==> src/rtl/contador_sweep_ctrl.sv <==
// contador_sweep_ctrl
//
// Drives an external N-bit up/down counter through a programmable triangle
// sweep. The counter is loaded with lo, counted up to hi, counted back down
// to lo, and the up+down pattern repeats num_sweeps times.
//
// Counter control encoding:
//   enable=1 load=1 -> load ref
//   enable=1 load=0 -> hold
//   enable=0        -> count down when dec=1, otherwise count up
//
// Ports
//   clock, reset     : rising-edge clock, synchronous active-high reset
//   start            : run request, sampled only in IDLE
//   abort            : cancel request, sampled in every non-IDLE state
//   lo_value         : sweep floor, latched on an accepted start
//   hi_value         : sweep peak, latched on an accepted start
//   num_sweeps       : number of up+down sweeps, latched on an accepted start
//   cnt_value        : counter value read back
//   cnt_threshold    : counter flag, high when cnt_value > cnt_ref_value
//   cnt_enable       : counter enable (combinational)
//   cnt_dec          : counter direction (combinational)
//   cnt_load         : counter load strobe (combinational)
//   cnt_ref_value    : counter load / compare value (combinational)
//   busy             : high in every state other than IDLE
//   done             : one-cycle pulse on successful completion
//   error            : one-cycle pulse on a rejected start or on overrun
//   direction        : 1 while descending, else 0
//   sweep_count      : sweeps completed in the current run
//
// Handshake: start is a level request. It is accepted on any IDLE cycle and
// ignored while busy. abort is a level request honoured on any non-IDLE
// cycle and takes priority over every other transition.
module contador_sweep_ctrl #(
  parameter int N = 32,
  parameter int S = 8
) (
  input  logic         clock,
  input  logic         reset,
  input  logic         start,
  input  logic         abort,
  input  logic [N-1:0] lo_value,
  input  logic [N-1:0] hi_value,
  input  logic [S-1:0] num_sweeps,
  input  logic [N-1:0] cnt_value,
  input  logic         cnt_threshold,
  output logic         cnt_enable,
  output logic         cnt_dec,
  output logic         cnt_load,
  output logic [N-1:0] cnt_ref_value,
  output logic         busy,
  output logic         done,
  output logic         error,
  output logic         direction,
  output logic [S-1:0] sweep_count
);

  typedef enum logic [2:0] {
    IDLE = 3'd0,
    LOAD = 3'd1,
    UP   = 3'd2,
    DOWN = 3'd3,
    DONE = 3'd4
  } state_t;

  state_t       state;
  logic [N-1:0] lo_r;
  logic [N-1:0] hi_r;
  logic [S-1:0] ns_r;

  logic         at_hi;
  logic         at_lo;
  logic         overrun;
  logic         start_ok;
  logic [S-1:0] sweep_next;

  assign at_hi      = (cnt_value == hi_r);
  assign at_lo      = (cnt_value == lo_r);
  assign start_ok   = (lo_value < hi_value) && (num_sweeps != '0);
  assign sweep_next = sweep_count + 1'b1;

  // While descending the threshold flag is legitimately high (counter above
  // lo), so the overrun guard only means something on the way up.
  assign overrun = (state == UP) && cnt_threshold && !at_hi;

  // Counter controls. The reference value follows the state regardless of
  // abort; abort (and an overrun) only suppresses motion and loading.
  always_comb begin
    cnt_enable    = 1'b1;
    cnt_load      = 1'b0;
    cnt_dec       = 1'b0;
    cnt_ref_value = hi_r;
    case (state)
      LOAD:    cnt_ref_value = lo_r;
      DOWN:    cnt_ref_value = lo_r;
      default: cnt_ref_value = hi_r;
    endcase
    if (!abort) begin
      case (state)
        LOAD: cnt_load = 1'b1;
        UP: begin
          if (!at_hi && !overrun) begin
            cnt_enable = 1'b0;
          end
        end
        DOWN: begin
          if (!at_lo) begin
            cnt_enable = 1'b0;
            cnt_dec    = 1'b1;
          end
        end
        default: ;
      endcase
    end
  end

  // FSM with registered status outputs. busy/direction/done are computed
  // from the next state so they line up with the state they describe.
  always_ff @(posedge clock) begin
    if (reset) begin
      state       <= IDLE;
      lo_r        <= '0;
      hi_r        <= '0;
      ns_r        <= '0;
      sweep_count <= '0;
      busy        <= 1'b0;
      done        <= 1'b0;
      error       <= 1'b0;
      direction   <= 1'b0;
    end else begin
      done  <= 1'b0;
      error <= 1'b0;
      if (state == IDLE) begin
        if (start) begin
          if (start_ok) begin
            lo_r        <= lo_value;
            hi_r        <= hi_value;
            ns_r        <= num_sweeps;
            sweep_count <= '0;
            state       <= LOAD;
            busy        <= 1'b1;
          end else begin
            error <= 1'b1;
          end
        end
      end else if (abort) begin
        state     <= IDLE;
        busy      <= 1'b0;
        direction <= 1'b0;
      end else begin
        case (state)
          LOAD: state <= UP;
          UP: begin
            if (overrun) begin
              error <= 1'b1;
              state <= IDLE;
              busy  <= 1'b0;
            end else if (at_hi) begin
              state     <= DOWN;
              direction <= 1'b1;
            end
          end
          DOWN: begin
            if (at_lo) begin
              sweep_count <= sweep_next;
              direction   <= 1'b0;
              if (sweep_next == ns_r) begin
                state <= DONE;
                done  <= 1'b1;
              end else begin
                state <= UP;
              end
            end
          end
          DONE: begin
            state <= IDLE;
            busy  <= 1'b0;
          end
          default: begin
            state <= IDLE;
            busy  <= 1'b0;
          end
        endcase
      end
    end
  end

endmodule

==> config.mk <==
export PLATFORM = sky130hd
export DESIGN_NAME = contador_sweep_ctrl
export DESIGN_NICKNAME = d
export VERILOG_FILES = /design/src/rtl/contador_sweep_ctrl.sv
export SDC_FILE = /design/constraint.sdc
export NUM_CORES = 1
export LEC_CHECK = 0
export ABC_AREA = 0
export BUFFER_PORTS_ARGS = -buffer_cell sky130_fd_sc_hd__buf_2
export CAP_MARGIN = 20
export CORE_AREA = 2 2 120 122
export DETAILED_ROUTE_END_ITERATION = 6
export DIE_AREA = 0 0 122 124
export MAX_ROUTING_LAYER = met4
export SYNTH_ARGS = -nofsm -noshare
export SYNTH_HDL_FRONTEND = slang
export SYNTH_SLANG_ARGS = --single-unit
export TNS_END_PERCENT = 1
==> constraint.sdc <==
create_clock -name clock -period 2.95 [get_ports clock]
set_input_delay 0.1475 -clock clock [delete_from_list [all_inputs] [get_ports clock]]
set_output_delay 0.1475 -clock clock [all_outputs]
set_load 0.02 [all_outputs]
==> results.json, run 1 <==
{
  "syn-num-nets": 794,
  "tns_ns": 0,
  "irDropWorstVdd_mv": 0.272,
  "drt_iter0_markers": 339,
  "wl_per_cell_um": 17.1,
  "setup_viol": 0,
  "cts_tree": "built",
  "grt_pass1_vias": 5014,
  "critPathMaxStageDelay_ns": 0.53,
  "synth-seq-cells": 87,
  "fp.dieH_um": 124,
  "finalMaxSlewViolations": 0,
  "syn_inst": 653,
  "fin_nets": 939,
  "cts.sinks": 87,
  "cts_root_buf": "clkbuf_16",
  "ys.flop_type": "dfxtp_1",
  "finalPower_mw": 4.21,
  "ys_types": 45,
  "yosys_warnings": 0,
  "synthSimpleGateAreaFrac_pct": 21.7,
  "setup_ws_ns": 0.353,
  "insertion_delay_ns": 0.35,
  "grt.overflow.total": 0,
  "hpwl_mm": 13.2,
  "crit_slowest_cell": "nor4_1",
  "pwr_density_cell_mw_per_mm2": 631,
  "path_buf_inv": 1,
  "via_per_inst": 5.15,
  "syn_to_final_growth_pct": 22.3,
  "placed_cell_area_sq_mm": 0.00635,
  "slew_headroom_pct": 49.7,
  "final_area_sq_mm": 0.00667,
  "worstSetupStartpointType": "flip-flop",
  "p_leak_nw": 3.18,
  "ys_seq_area_share_pct": 32.0,
  "drt-pass1-iter-count": 5,
  "coreArea_sq_mm": 0.0137,
  "pre_cts_slack_ns": 0.275,
  "die_area_sq_mm": 0.0151,
  "synth_top_family_by_area": "simple AND/OR/NAND/NOR gates",
  "cp_cell_sequence": "xnor2_1 -> nand4_1 -> nor4_1 -> and2_1 -> o32a_1 -> buf_2",
  "crit_family": "simple AND/OR/NAND/NOR gates",
  "cts_resized": 0,
  "synth_edf_count": 0,
  "criticalPathCategory": "reg -> out",
  "cts_setup_buffers": 0,
  "synth_xor_xnor_area_share_pct": 12.5,
  "final_hold_viol_count": 0,
  "vias": 5063,
  "grt_usage_pct": 23.2,
  "io_pins": 156,
  "critPathArrivalTime_ns": 2.45,
  "postRouteAntennaNets": 0,
  "cts_buffers": 9,
  "end_kind": "primary output",
  "synthMuxAreaShare_pct": 13.2,
  "status": "complete, no violations",
  "grt_pass1_wl_mm": 26.0,
  "syn_area_sq_mm": 0.00545,
  "antenna_found_initial": 1,
  "ctsHoldBuffers": 0,
  "tightest_slew_ns": 0.754,
  "period_minus_slack_ns": 2.60,
  "synth-compound-area-share_pct": 6.68,
  "cts_buffer_depth": 2,
  "synth.avg_cell_area_sq_um": 8.34,
  "finalWirelength_mm": 16.9,
  "cap_violations": 0,
  "die_w_um": 122,
  "drc_errors": 0,
  "cts_max_level": 3,
  "finalHoldWorstSlack_ns": 0.0576,
  "fin_crit_sh_pct": 88.0,
  "clock-skew-final_ns": 0.00884,
  "num-fill-cells": 1342,
  "grt_max_degree": 47,
  "critPathRequiredTime_ns": 2.80,
  "rows": 43,
  "io_buffers": 155,
  "hp-class": "in -> reg",
  "start_util_pct": 39.7,
  "clkTransAtPathRegs_ns": 0.06,
  "drive_gt1_share_pct": 23.1,
  "async_reset_ff_share_pct": 0,
  "cp_max_fo": 3,
  "gp_congestion": 0.865,
  "synth_fa_ha_area_share_pct": 7.35,
  "rsz0062_at_grt": "false",
  "fmax_mhz": 385
}
-- synthesized netlist by cell type (all sizes together) (4+ instances only) --
cell type	n	area, sq um
a21o	4	30.0
a21oi	17	85.1
and4	5	43.8
buf	10	148
clkbuf	18	67.6
dfxtp	87	1740
ha	32	400
inv	38	143
mux2i	72	721
nand2	113	424
nand2b	4	25.0
nand3	7	35.0
nand4	15	100
nor2	88	330
nor3	6	30.0
nor4	16	106
o21a	5	37.5
o21ai	7	35.0
xnor2	43	377
xor2	35	307
-- worst paths after layout --
| check | to | depth (start not counted) | slack, ns | start |
|---|---|---|---|---|
| max | cnt_enable | 6 | 0.35 | lo_r[4] |
| min | hi_r[14] | 3 | 0.06 | hi_value[14] |
| max reg2reg | state[0] | 7 | 0.54 | lo_r[4] |
| min reg2reg | ns_r[6] | 2 | 0.52 | ns_r[6] |
-- sequential cells by signal (all words and copies together), names as in the netlist, 3 cells and up --
name,count
state,3
ns_r,8
sweep_count,8
hi_r,32
lo_r,32
-- worst reg2reg max path, stage by stage, from the launching register on --
cell and delay [ns]:
dfxtp_1 0.33, xnor2_1 0.33, nand4_1 0.23, nor4_1 0.53, and2_1 0.26, o32a_1 0.24
a21oi_1 0.11, a221oi_1 0.29
-- where the power goes --
group | internal, mW | total [mW] | leakage, nW | switching [mW]
sequential | 1.32 | 1.46 | 0.710 | 0.138
clock | 0.758 | 1.24 | 0.155 | 0.478
combinational | 0.601 | 1.51 | 2.32 | 0.914
total | 2.68 | 4.21 | 3.18 | 1.53
-- per-stage QoR --
stage | std cells | utilization, %
2_1_floorplan | 653 | -
3_3_place_gp | 967 | 46.3
3_5_place_dp | 967 | 46.3
4_1_cts | 982 | 48.5
5_1_grt | 983 | 48.6
6_report | 984 | 48.6
-- per-layer routing --
metal / routed length (um) / vias to the layer above / track usage [%]
li1: - / 2487 / -
met1: 7290 / 2361 / 27.7
met2: 7940 / 179 / 38.6
met3: 1110 / 36 / 4.30
met4: 506 / 0 / 9.48
met5: 0 / - / -
-- cells by family (layout without fill, tap and decap cells) --
group                    Yosys count  count (layout)
AND/OR/NAND/NOR                  266             266
flip-flops                        87              87
XOR/XNOR                          78              78
multiplexers                      72              72
buffers and inverters             66             215
AO/OA/AOI/OAI                     52              52
adder cells (fa/ha/maj)           32              32
other                              0               2
-- final cells by class --
type / count / area (sq um) / share of cell area (%)
antenna: 2 / 5.00 / 0.0751
timing repair buffer: 162 / 878 / 13.2
inverter: 38 / 143 / 2.14
multi-input combinational: 500 / 3360 / 50.4
clock inverter: 4 / 70.1 / 1.05
tap: 180 / 225 / 3.38
clock buffer: 11 / 243 / 3.64
sequential: 87 / 1740 / 26.1
-- cell usage in the layout (no fill, tap or decap), types with 4 or more instances in the layout --
| master | instances |
|---|---|
| buf_2 | 155 |
| nand2_1 | 113 |
| nor2_1 | 87 |
| dfxtp_1 | 87 |
| mux2i_1 | 72 |
| xnor2_1 | 43 |
| inv_1 | 38 |
| xor2_1 | 35 |
| ha_1 | 32 |
| a21oi_1 | 17 |
| nor4_1 | 15 |
| nand4_1 | 14 |
| clkbuf_16 | 9 |
| o21ai_0 | 7 |
| nand3_1 | 7 |
| nor3_1 | 6 |
| and4_1 | 5 |
| o21a_1 | 5 |
| nand2b_1 | 4 |
| a21o_1 | 4 |
| buf_12 | 4 |
No activity file was read; power rests on OpenSTA's default activity.
==> run 2: changes to the inputs <==
--- a/config.mk
+++ b/config.mk
@@ -6,11 +6,11 @@
 export NUM_CORES = 1
 export LEC_CHECK = 0
 export ABC_AREA = 0
-export BUFFER_PORTS_ARGS = -buffer_cell sky130_fd_sc_hd__buf_2
 export CAP_MARGIN = 20
 export CORE_AREA = 2 2 120 122
 export DETAILED_ROUTE_END_ITERATION = 6
 export DIE_AREA = 0 0 122 124
+export DONT_BUFFER_PORTS = 1
 export MAX_ROUTING_LAYER = met4
 export SYNTH_ARGS = -nofsm -noshare
 export SYNTH_HDL_FRONTEND = slang
==> run 2 against run 1 <==
  * Total power is 2.8% lower
  * Clock skew is 0.0017 ns lower
  * Register-to-register slack worse by 0.02 ns
  * Maximum frequency hardly changed
  * Die area stayed put
  * Clock power hardly changed
  * Critical endpoint unchanged
==> results.json, run 2 (synthesis gave the netlist of run 1 again) <==
{
  "fin_util_pct": 48.4,
  "postRouteAntennaNets": 0,
  "grt_max_degree": 83,
  "finalPower_mw": 4.09,
  "fp.dieH_um": 124,
  "drc_errors": 0,
  "criticalPathCategory": "reg -> out",
  "cts_root_buf": "clkbuf_16",
  "status": "complete, no violations",
  "irDropWorstVdd_mv": 0.261,
  "cts.sinks": 87,
  "fmax_mhz": 385,
  "hp-class": "in -> reg",
  "setup_viol": 0,
  "dp.cells": 813,
  "clkTransAtPathRegs_ns": 0.07,
  "drt_iter0_markers": 261,
  "final_area_sq_mm": 0.00663,
  "io_pins": 156,
  "die_area_sq_mm": 0.0151,
  "end_kind": "primary output",
  "cts_tree": "built",
  "cp_max_fo": 3,
  "final_hold_viol_count": 0,
  "coreArea_sq_mm": 0.0137,
  "fin_nets": 859,
  "r2r_slack_ns": 0.52,
  "wl_per_cell_um": 18.9,
  "cts_setup_buffers": 0,
  "slew_headroom_pct": 61.8,
  "pwr_density_cell_mw_per_mm2": 617,
  "syn_to_final_growth_pct": 21.8,
  "grt_pass1_wl_mm": 26.6,
  "io_buffers": 0,
  "grt.overflow.total": 0,
  "setup_ws_ns": 0.352,
  "rsz0062_at_grt": "false",
  "cts_buffers": 9,
  "tightest_slew_ns": 0.568,
  "tns_ns": 0,
  "antenna_found_initial": 0,
  "pre_cts_slack_ns": 0.351,
  "finalHoldWorstSlack_ns": 0.0133,
  "drive_gt1_share_pct": 4.70,
  "drt-pass1-iter-count": 5,
  "worstSetupStartpointType": "flip-flop",
  "finalMaxSlewViolations": 0,
  "placed_cell_area_sq_mm": 0.00555,
  "clock-skew-final_ns": 0.00710,
  "layout_common_cells": "nand2_1, nor2_1, dfxtp_1, dlygate4sd3_1, mux2i_1",
  "gp_congestion": 0.891,
  "cts_buffer_depth": 2,
  "period_minus_slack_ns": 2.60,
  "hpwl_mm": 12.5,
  "rows": 43,
  "largestRegisters": "hi_r (32), lo_r (32)",
  "critPathRequiredTime_ns": 2.80,
  "cap_violations": 0,
  "diodes": 0,
  "final_cell_count_no_fill": 903,
  "start_util_pct": 39.7,
  "vias": 4703,
  "p_leak_nw": 2.83,
  "insertion_delay_ns": 0.36,
  "fin_crit_sh_pct": 88.1,
  "critPathArrivalTime_ns": 2.45,
  "finalWirelength_mm": 17.1,
  "grt_usage_pct": 24.0,
  "cts_max_level": 3,
  "grt_pass1_vias": 5030,
  "via_per_inst": 5.21,
  "die_w_um": 122,
  "layout_commonest_cell": "nand2_1"
}
==> run 2: changes by cell type in the layout (fill, tap and decap cells not counted) <==
cell	change
buf_2	-155
dlygate4sd3_1	+73
buf_4	+3
buf_12	-2
clkinv_4	+2
diode_2	-2
buf_16	+1
clkbuf_1	-1
clkbuf_8	-1
inv_6	+1
==> run 2: repair_timing <==
action	CTS	global route
hold buffers	74	0
endpoints found under the hold margin	83	0
resized for setup	0	0
==> run 2: final timing paths <==
| check | from | end | depth (start not counted) |
|---|---|---|---|
| setup / recovery | lo_r[4] | cnt_enable | 6 |
| hold / removal | reset | sweep_count[5] | 2 |
| setup reg to reg | state[1] | state[0] | 6 |
| hold reg to reg | ns_r[3] | ns_r[3] | 2 |
==> run 2: layout make-up <==
type	count	area, sq um
Inverter	38	143
Multi-Input combinational cell	500	3360
Clock inverter	7	96.3
Fill cell	1325	7090
Timing Repair Buffer	82	843
Tap cell	180	225
Sequential cell	87	1740
Clock buffer	9	225
==> run 2: layer usage <==
layer  vias to the layer above  track usage, %  share of wire, %  wire [um]
met3                        21            8.56                10       1790
met4                         0            8.05               1.9        322
met5                         -               -                 0          0
met1                      2185            27.2                39       6640
met2                       173            39.4                49       8320
li1                       2324               -                 -          -
==> run 2: where the power goes <==
part / leakage, nW / total (mW) / internal, mW / switching (mW)
Sequential: 0.710 / 1.47 / 1.32 / 0.151
Clock: 0.160 / 1.25 / 0.745 / 0.502
Combinational: 1.96 / 1.38 / 0.541 / 0.835
Total: 2.83 / 4.09 / 2.60 / 1.49
==> run 2: worst max-delay path, cell delays in order (launching register included) <==
cell and delay [ns]:
dfxtp_1 0.33, xnor2_1 0.31, nand4_1 0.24, nor4_1 0.55, and2_1 0.27, o32a_1 0.24, buf_4 0.17
==> run 3: changes to the inputs <==
--- a/config.mk
+++ b/config.mk
@@ -12,6 +12,7 @@
 export DIE_AREA = 0 0 122 124
 export DONT_BUFFER_PORTS = 1
 export MAX_ROUTING_LAYER = met4
+export PLACE_DENSITY = 0.64
 export SYNTH_ARGS = -nofsm -noshare
 export SYNTH_HDL_FRONTEND = slang
 export SYNTH_SLANG_ARGS = --single-unit
==> run 3 against run 2 <==
  * Global-route usage shrank 0.37 points
  * Clock-buffer cell count rose by 2
  * Non-clock buffer count unchanged
  * Total power fell by 1.8%
  * Utilization decreased by 0.064 points
  * Routed wire length decreased by 1.6%
  * Die area is the same
  * Maximum frequency fell by 5.7%
  * Clock power fell by 8%
  * Critical endpoint is now hi_r[2]
==> results.json, run 3 (synthesis gave the netlist of run 1 again) <==
{
  "slew_headroom_pct": 58.2,
  "rsz0062_at_grt": "false",
  "drt-pass1-iter-count": 5,
  "io_buffers": 0,
  "hpwl_mm": 12.6,
  "pwr_density_cell_mw_per_mm2": 607,
  "tns_ns": 0,
  "hp-class": "in -> reg",
  "clock-skew-final_ns": 0.00794,
  "coreArea_sq_mm": 0.0137,
  "grt_pass1_wl_mm": 26.2,
  "r2r_slack_ns": 0.19,
  "p_leak_nw": 2.81,
  "cts_tree": "built",
  "cp_cell_sequence": "or3_4 -> or2_2 -> nor4_4 -> buf_12 -> mux2i_1 -> nor2_1 -> dlygate4sd3_1",
  "criticalPathCategory": "reg -> reg",
  "crit_family": "simple AND/OR/NAND/NOR gates",
  "critPathArrivalTime_ns": 2.99,
  "grt.overflow.total": 0,
  "ctsHoldBuffers": 74,
  "cts_root_buf": "clkbuf_16",
  "end_kind": "flip-flop",
  "via_per_inst": 5.19,
  "die_area_sq_mm": 0.0151,
  "worstSetupStartpointType": "flip-flop",
  "cap_violations": 0,
  "critPathMaxStageDelay_ns": 0.56,
  "final_area_sq_mm": 0.00663,
  "cp_max_fo": 37,
  "fin_crit_sh_pct": 93.4,
  "finalMaxSlewViolations": 0,
  "placed_cell_area_sq_mm": 0.00557,
  "drive_gt1_share_pct": 4.56,
  "reg2reg_depth": 7,
  "drc_errors": 0,
  "hold_depth": 3,
  "antenna_found_initial": 0,
  "cts.sinks": 87,
  "finalPower_mw": 4.02,
  "layout_common_cells": "nand2_1, nor2_1, dfxtp_1, dlygate4sd3_1, mux2i_1",
  "layout_commonest_cell": "nand2_1",
  "wl_per_cell_um": 18.6,
  "vias": 4687,
  "clkTransAtPathRegs_ns": 0.07,
  "cp.depth": 7,
  "largestRegisters": "hi_r (32), lo_r (32)",
  "start_util_pct": 39.7,
  "status": "complete, no violations",
  "grt_usage_pct": 23.6,
  "cts_buffer_depth": 2,
  "cts_buffers": 9,
  "grt_max_degree": 83,
  "drt_iter0_markers": 255,
  "crit_slowest_cell": "dlygate4sd3_1",
  "fmax_mhz": 363,
  "syn_to_final_growth_pct": 21.6,
  "io_pins": 156,
  "path_buf_inv": 2,
  "cts_resized": 0,
  "finalWirelength_mm": 16.8,
  "rows": 43,
  "grt_pass1_vias": 4835,
  "die_w_um": 122,
  "postRouteAntennaNets": 0,
  "cts_setup_buffers": 0,
  "final_hold_viol_count": 0,
  "irDropWorstVdd_mv": 0.312,
  "cts_max_level": 3,
  "gp_congestion": 0.910,
  "insertion_delay_ns": 0.35,
  "fp.dieH_um": 124,
  "finalHoldWorstSlack_ns": 0.0308,
  "critPathRequiredTime_ns": 3.19,
  "fin_nets": 859,
  "setup_viol": 0,
  "tightest_slew_ns": 0.627,
  "diodes": 0,
  "period_minus_slack_ns": 2.76
}
[run 3: path summary, 6_finish.rpt]
kind,startpoint,end
worst max-delay path,state[1],hi_r[2]
worst min-delay path,abort,direction
worst max register to register,state[1],hi_r[2]
worst min register to register,ns_r[1],ns_r[1]
[run 3: metrics by stage]
step / utilization, % / setup WS [ns] / std cells
3_3_place_gp: 40.6 / 0.473 / 813
3_5_place_dp: 40.6 / 0.417 / 813
2_1_floorplan: - / 0.823 / 653
5_1_grt: 48.3 / 0.0882 / 903
6_report: 48.3 / 0.194 / 903
4_1_cts: 48.3 / 0.193 / 903
[run 3: per-layer routing]
metal	global-route usage, %	vias up	routed length (um)
met3	9.48	15	1750
met4	6.32	0	289
li1	-	2323	-
met1	26.0	2181	6590
met5	-	-	0
met2	39.8	168	8160
[run 3: area by class of cell]
cell class / count / area [sq um]
sequential: 87 / 1740
inverter: 38 / 143
multi-input combinational: 500 / 3360
clock buffer: 11 / 243
clock inverter: 5 / 57.6
tap: 180 / 225
fill: 1290 / 7090
timing repair buffer: 82 / 856
[run 3: worst register-to-register path, cell delays in order (launching register included)]
cell and delay [ns]:
dfxtp_1 0.37, or3_4 0.44, or2_2 0.34, nor4_4 0.37, buf_12 0.29, mux2i_1 0.23, nor2_1 0.05, dlygate4sd3_1 0.56
[run 3: power by group]
| part | internal (mW) | switching [mW] | total, mW |
|---|---|---|---|
| clock network | 0.678 | 0.476 | 1.15 |
| logic | 0.559 | 0.838 | 1.40 |
| registers | 1.32 | 0.149 | 1.47 |
| total | 2.56 | 1.46 | 4.02 |
